**src/rtl/datapath_core_stall.sv**
```systemverilog
// Parametrised datapath core: register file, ALU, PC, IR and status flags, with a
// request/ready memory port whose three-state access FSM stalls the control word.
module datapath_core_stall #(
    parameter int                    DATA_WIDTH = 64,
    parameter int                    ADDR_WIDTH = 32,
    parameter int                    NUM_REGS   = 32,
    parameter logic [ADDR_WIDTH-1:0] RESET_PC   = '0
) (
    input  logic                  clk,
    input  logic                  rst,
    input  logic                  cw_valid,
    input  logic                  AS,
    input  logic [1:0]            DS,
    input  logic [1:0]            PS,
    input  logic                  PC_Sel,
    input  logic                  K_Sel,
    input  logic                  IL,
    input  logic                  SL,
    input  logic                  MW,
    input  logic                  RW,
    input  logic [3:0]            FS,
    input  logic                  C0,
    input  logic [4:0]            DA,
    input  logic [4:0]            SA,
    input  logic [4:0]            SB,
    input  logic [DATA_WIDTH-1:0] K,
    output logic [3:0]            SF,
    output logic [31:0]           IR_Out,
    output logic                  stall,
    output logic                  mem_req,
    output logic                  mem_we,
    output logic [ADDR_WIDTH-1:0] mem_addr,
    output logic [DATA_WIDTH-1:0] mem_wdata,
    input  logic [DATA_WIDTH-1:0] mem_rdata,
    input  logic                  mem_ready
);
    localparam int         SHW      = $clog2(DATA_WIDTH);
    localparam logic [4:0] ZERO_REG = 5'(NUM_REGS - 1);

    typedef enum logic [1:0] {IDLE, REQ, DONE} state_t;

    state_t                state, state_next;
    logic [DATA_WIDTH-1:0] regs [NUM_REGS];
    logic [ADDR_WIDTH-1:0] pc, pc_next, pc_in;
    logic [DATA_WIDTH-1:0] mdr;
    logic [DATA_WIDTH-1:0] a, b, b_op, addend, f, d;
    logic [DATA_WIDTH:0]   sum;
    logic                  c_out, v_out;
    logic [3:0]            flags;
    logic                  mem_op, commit;

    // Register NUM_REGS-1 and above are hardwired zero on read.
    assign a    = (SA >= ZERO_REG) ? '0 : regs[SA];
    assign b    = (SB >= ZERO_REG) ? '0 : regs[SB];
    assign b_op = K_Sel ? K : b;

    // FS[0] distinguishes add (0100) from subtract-style add (0101).
    assign addend = FS[0] ? ~b_op : b_op;
    assign sum    = {1'b0, a} + {1'b0, addend} + {{DATA_WIDTH{1'b0}}, C0};

    // NOTE: every always_comb output gets a default first so no path infers a latch.
    always_comb begin
        f     = '0;
        c_out = 1'b0;
        v_out = 1'b0;
        case (FS)
            4'b0000: f = a & b_op;
            4'b0001: f = a | b_op;
            4'b0010: f = a ^ b_op;
            4'b0011: f = ~a;
            4'b0100, 4'b0101: begin
                f     = sum[DATA_WIDTH-1:0];
                c_out = sum[DATA_WIDTH];
                v_out = (a[DATA_WIDTH-1] == addend[DATA_WIDTH-1]) &&
                        (sum[DATA_WIDTH-1] != a[DATA_WIDTH-1]);
            end
            4'b0110: f = a;
            4'b0111: f = b_op;
            4'b1000: f = a << b_op[SHW-1:0];
            4'b1001: f = a >> b_op[SHW-1:0];
            default: f = '0;
        endcase
    end

    assign flags = {v_out, c_out, f[DATA_WIDTH-1], (f == '0)};

    always_comb begin
        d = f;
        case (DS)
            2'b00:   d = f;
            2'b01:   d = b;
            2'b10:   d = DATA_WIDTH'(pc);
            default: d = mdr;
        endcase
    end

    assign pc_in = PC_Sel ? ADDR_WIDTH'(K) : ADDR_WIDTH'(a);

    always_comb begin
        pc_next = pc;
        case (PS)
            2'b00:   pc_next = pc;
            2'b01:   pc_next = pc + ADDR_WIDTH'(4);
            2'b10:   pc_next = pc_in;
            default: pc_next = pc + ADDR_WIDTH'(K << 2);
        endcase
    end

    assign mem_addr  = AS ? ADDR_WIDTH'(f) : pc;
    assign mem_wdata = b;
    assign mem_op    = cw_valid & (MW | (DS == 2'b11));
    assign commit    = cw_valid & ~stall;

    always_comb begin
        state_next = state;
        stall      = 1'b0;
        mem_req    = 1'b0;
        mem_we     = 1'b0;
        case (state)
            IDLE: begin
                if (mem_op) begin
                    stall      = 1'b1;
                    state_next = REQ;
                end
            end
            REQ: begin
                stall   = 1'b1;
                mem_req = 1'b1;
                mem_we  = MW;
                if (mem_ready) state_next = DONE;
            end
            DONE:    state_next = IDLE;
            default: state_next = IDLE;
        endcase
    end

    // NOTE: state uses non-blocking assignments so every register samples pre-edge values.
    always_ff @(posedge clk) begin
        if (rst) begin
            state  <= IDLE;
            pc     <= RESET_PC;
            IR_Out <= '0;
            SF     <= '0;
            mdr    <= '0;
            // NOTE: the register file is cleared on reset, so it maps to flops rather than RAM.
            for (int i = 0; i < NUM_REGS; i++) regs[i] <= '0;
        end else begin
            state <= state_next;
            if (state == REQ && mem_ready) mdr <= mem_rdata;
            if (commit) begin
                if (RW && DA < ZERO_REG) regs[DA] <= d;
                if (IL) IR_Out <= d[31:0];
                if (SL) SF <= flags;
                pc <= pc_next;
            end
        end
    end
endmodule

```
**config.mk**
```make
export PLATFORM = sky130hd
export DESIGN_NAME = datapath_core_stall
export DESIGN_NICKNAME = d
export VERILOG_FILES = /design/src/rtl/datapath_core_stall.sv
export SDC_FILE = /design/constraint.sdc
export NUM_CORES = 2
export LEC_CHECK = 0
export BUFFER_PORTS_ARGS = -buffer_cell sky130_fd_sc_hd__buf_2
export CORE_ASPECT_RATIO = 1.4
export CORE_UTILIZATION = 58
export CTS_CLUSTER_SIZE = 16
export DETAILED_ROUTE_END_ITERATION = 7
export PLACE_DENSITY = 0.78
export SETUP_SLACK_MARGIN = 0.15
export SLEW_MARGIN = 20
export SYNTH_ARGS = -nofsm -noshare
export SYNTH_HDL_FRONTEND = slang
export SYNTH_SLANG_ARGS = --single-unit
```
**constraint.sdc**
```tcl
create_clock -name clk -period 7.5 [get_ports clk]
set_clock_uncertainty 0.1 [all_clocks]
set_input_delay 0.375 -clock clk [delete_from_list [all_inputs] [get_ports clk]]
set_output_delay 0.375 -clock clk [all_outputs]
set_load 0.02 [all_outputs]
```
==> run metrics, run 1 <==
worst_ep grt=regs[21][51]$_SDFFCE_PN0P_/D; Main synth FF type=edfxtp_1; pin count of the biggest net entering global routing=117; I/O pins=298; DIE HEIGHT=566.3 um; H-Tree Depth=4; maximum root-to-sink buffer count=4; Synth area leaders=edfxtp_1 47%, mux4_2 15%, nor2_1 7.2%; Synthesis Warnings=0; Worst EP kind=register data pin; Synth Cell Area=131,900 um^2; Final HPWL DP=489,200 um; Synth top cells by count=2,528 x nor2_1, 2,048 x edfxtp_1, 856 x mux4_2; DP Worst Slack=-1.569 ns; number of synthesized flops with an enable pin=2,048; Yosys reg bits=2,182; stage reached=5_1_grt; clk sinks=2,182; Port Buffer Count=297; Syn Inst Count=11,320; Horiz. Die Dim=405.1 um; top cell type's share of synthesized area=0.4662; gpl congestion=1.200; Seq/Total Area, Yosys=0.4866; area post-placement=148,700 um^2; Synth Area per Inst=11.65 um^2; asr flop ratio synth=0; Rows=206; Synth cell types=128; Global Route Usage Sum=0.7677; area leader, netlist=edfxtp_1; clk root buf=clkbuf_16; status=did not finish; Initial Util=0.5849; Error Message=[ERROR GRT-0232] Routing congestion too high. Check the congestion heatmap in the GUI.; number of buffers created by CTS=207; global route overflow=229; count leader, synth=nor2_1
-- cells by family after synthesis --
family                     count (synthesis)  synth area share
other                                      1        0.00002843
buffers and inverters                   1324           0.04692
adders and majority gates                224           0.02142
xor gates and xnor gates                 132          0.008764
AOI/OAI and AO/OA                       1847           0.09668
and+or+nand+nor                         3883            0.1233
muxes                                   1727            0.2164
DFF                                     2182            0.4866
-- metal layers --
| metal | overflow | track usage |
|---|---|---|
| met1 | 14 | 0.7590 |
| met2 | 97 | 0.9186 |
| met3 | 15 | 0.6215 |
| met5 | 2 | 0.3978 |
| met4 | 101 | 0.7789 |
-- stage by stage --
stage	cells	hold WS, ns
4_1_cts	15840	0.001037
2_1_floorplan	11380	0.3207
3_5_place_dp	15340	0.3480
3_3_place_gp	15330	0.3340
-- timing repair --
item                                    in CTS
endpoints found under the hold margin       98
buffers inserted                             3
pin swaps                                    8
endpoints found under the setup margin     591
hold buffers                               122
cloned                                       3
resized for setup                           58
==> run 2: changes to the inputs <==
Settings changed: CORE_ASPECT_RATIO 1.4 to unset, CORE_UTILIZATION 58 to 40, CTS_CLUSTER_SIZE 16 to unset, PLACE_DENSITY 0.78 to unset, PLACE_DENSITY_LB_ADDON set to 0.15, SETUP_SLACK_MARGIN 0.15 to unset.
Clock period 7.5 ns to 9.75 ns, I/O delays scaled along.
==> run 2 against run 1 <==
Compared with the run above:
- the run now ends clean
- synthesized area unchanged
- synthesized cell count did not move
==> run metrics, run 2 <==
DIE HEIGHT=576.3 um (was 566.3 um); Rows=210 (was 206); RR Startpoint=regs[26][0]; Initial Util=0.4026 (was 0.5849); critical path required time=10.29 ns; Largest regs=regs (2048), mdr (64); Final HPWL DP=499,700 um (was 489,200 um); Hold Violations, Final=0; layout cells sized above 1=0.2202; area leader, netlist=edfxtp_1 (unchanged); status=completed (was did not finish); H-Tree Depth=5 (was 4); # DRC=0; CTS tree=built; CTS resizes=0 (was 58); Synth Area per Inst=11.65 um^2 (unchanged); number of synthesized flops with an enable pin=2,048 (unchanged); Main synth FF type=edfxtp_1 (unchanged); Core Region=327,700 um^2; number of buffers created by CTS=263 (was 207); Seq/Total Area, Yosys=0.4866 (unchanged); # setup viols final=0; antenna violations before repair=53; latest clock arrival within the worst-skew pair=0.96 ns; worst r2r path cells=31; Pleak=55.20 nW; FF-to-FF End=regs[30][60]; CP Max Fanout=48; post-route cell area=150,500 um^2; I/O pins=298 (unchanged); Worst path slowest cell=buf_4; asr flop ratio synth=0 (unchanged); most common cell after layout, fill and taps aside=nor2_1; Worst-path clk slew=0.06 ns; clk sinks=2,182 (unchanged); Setup Crit Path Kind=input port to register; first-pass GRT wire length=977,900 um; Area Growth Syn to Fin=14.08%; Pwr Density=185.4 nW/um^2; final net count=12,040; Max Slew Vio Count=0; Horiz. Die Dim=576.3 um (was 405.1 um); clk root buf=clkbuf_16 (unchanged); Final ANT Viol Nets=0; Setup TNS Final=0 ns; Routed wire per std cell=45.79 um; vias in the first global route=108,900; Tightest Pin Transition=1.308 ns; count leader, synth=nor2_1 (unchanged); global route overflow=0; internal reg-to-reg setup slack=0.73 ns; CP startpoint kind=input port; Max-Slew Margin vs Limit=0.1243; Setup crit start=SB[1]; maximum root-to-sink buffer count=4 (unchanged); top cell type's share of synthesized area=0.4662 (unchanged); max frequency=0.1108 GHz; routed wire length=743,300 um; Global Route Usage Sum=0.4364; area post-placement=141,300 um^2 (was 148,700 um^2); vias=113,700; Syn Inst Count=11,320 (unchanged); Synth Cell Area=131,900 um^2 (unchanged); CP endpoint=regs[30][60]; Synthesis Warnings=0 (unchanged); RSZ-0062 raised after global routing=false; most numerous cell on the critical path=buf_4; gpl congestion=1.018 (was 1.200); Top reg by flops=regs; Power Total=0.02790 W; Iteration-0 DRC Markers=18,690; max FFs per register=2,048; Synth top cells by count=2,528 x nor2_1, 2,048 x edfxtp_1, 856 x mux4_2 (unchanged); Die Area=332,100 um^2; Yosys reg bits=2,182 (unchanged); maxcap violations=0; minimum clock period=9.029 ns; Synth area leaders=edfxtp_1 47%, mux4_2 15%, nor2_1 7.2% (unchanged); vias per inst=7.002; pin count of the biggest net entering global routing=129; Hold WC Path Type=input port to register; CP max stage delay=0.65 ns; period utilisation layout=0.9260; Port Buffer Count=297 (unchanged); worst endpoint data arrival time=9.57 ns; Worst Setup End Kind=register; most frequent cells in the layout=2,509 x nor2_1, 2,048 x edfxtp_1, 856 x mux4_2; first-pass iteration count of the detailed router=7; Worst VDD drop=0.1201 mV; Synth cell types=128 (unchanged)
## run 2: cell counts after synthesis
Identical to the previous run, type by type.
## run 2: routing by layer
layer  track usage  routed length [um]  up-vias
met2        0.6645              325600     9455
met4        0.2950               59860       12
met5             0                  91        -
met3        0.1199               90460     2243
met1        0.5424              267300    58510
li1              -                   -    43440
## run 2: final cells by class
class / instances / area [um^2]
clock buffers: 318 / 6947
flip-flops and latches: 2182 / 64180
diodes: 42 / 105.1
well taps: 4346 / 5438
multi-input cells: 7877 / 62970
inverters: 224 / 857.1
repair buffers: 1107 / 8667
clock inverters: 138 / 1323
fillers: 30010 / 177200
## run 2: worst min path at each step
stage | endpoint | cells past startpoint | from
floorplan | state[0] | 1 | state[1]
global placement | state[0] | 1 | state[1]
detailed placement | state[0] | 1 | state[1]
CTS | pc[7] | 5 | K[7]
global route | pc[30] | 5 | K[30]
finish | pc[7] | 5 | K[7]
## run 2: cells by family (layout without fill, tap and decap cells)
family	after synthesis	after routing	synth area share
AOI/OAI and AO/OA	1847	1847	0.09668
xor gates and xnor gates	132	132	0.008764
adders and majority gates	224	224	0.02142
buffers and inverters	1324	1787	0.04692
DFF	2182	2182	0.4866
muxes	1727	1727	0.2164
other	1	106	0.00002843
and+or+nand+nor	3883	3883	0.1233
## run 2: critical path: cells and delay by family
kind	cells	cell delay, ns
mux	2	0.91
compound gates	14	3.56
xor+xnor	1	0.22
fa+ha+maj	1	0.37
buf+inv	11	2.82
simple gates	7	1.00
## run 2: metrics by stage
stage	setup WS, ns	util	hold WS, ns	std cells
CTS	0.9404	0.4589	0.002291	16190
finish	0.7212	0.4593	0.04424	16230
global placement	0.01604	0.4308	0.3416	15650
detailed placement	0.07380	0.4311	0.3399	15650
floorplan	1.344	-	0.3207	11380
global route	0.4163	0.4591	0.09212	16210
## run 2: power breakdown
group	internal (W)	total (W)	switching [W]
Clock	0.00559	0.00985	0.00426
Sequential	0.0106	0.0108	0.000206
Combinational	0.00220	0.00728	0.00508
## run 2: what timing repair did
action                                 in CTS  in global routing
endpoints found under the hold margin      99                  0
hold buffers                               82                  0
buffers inserted                            0                  0
Note: power is estimated with default switching activity, not from simulation.
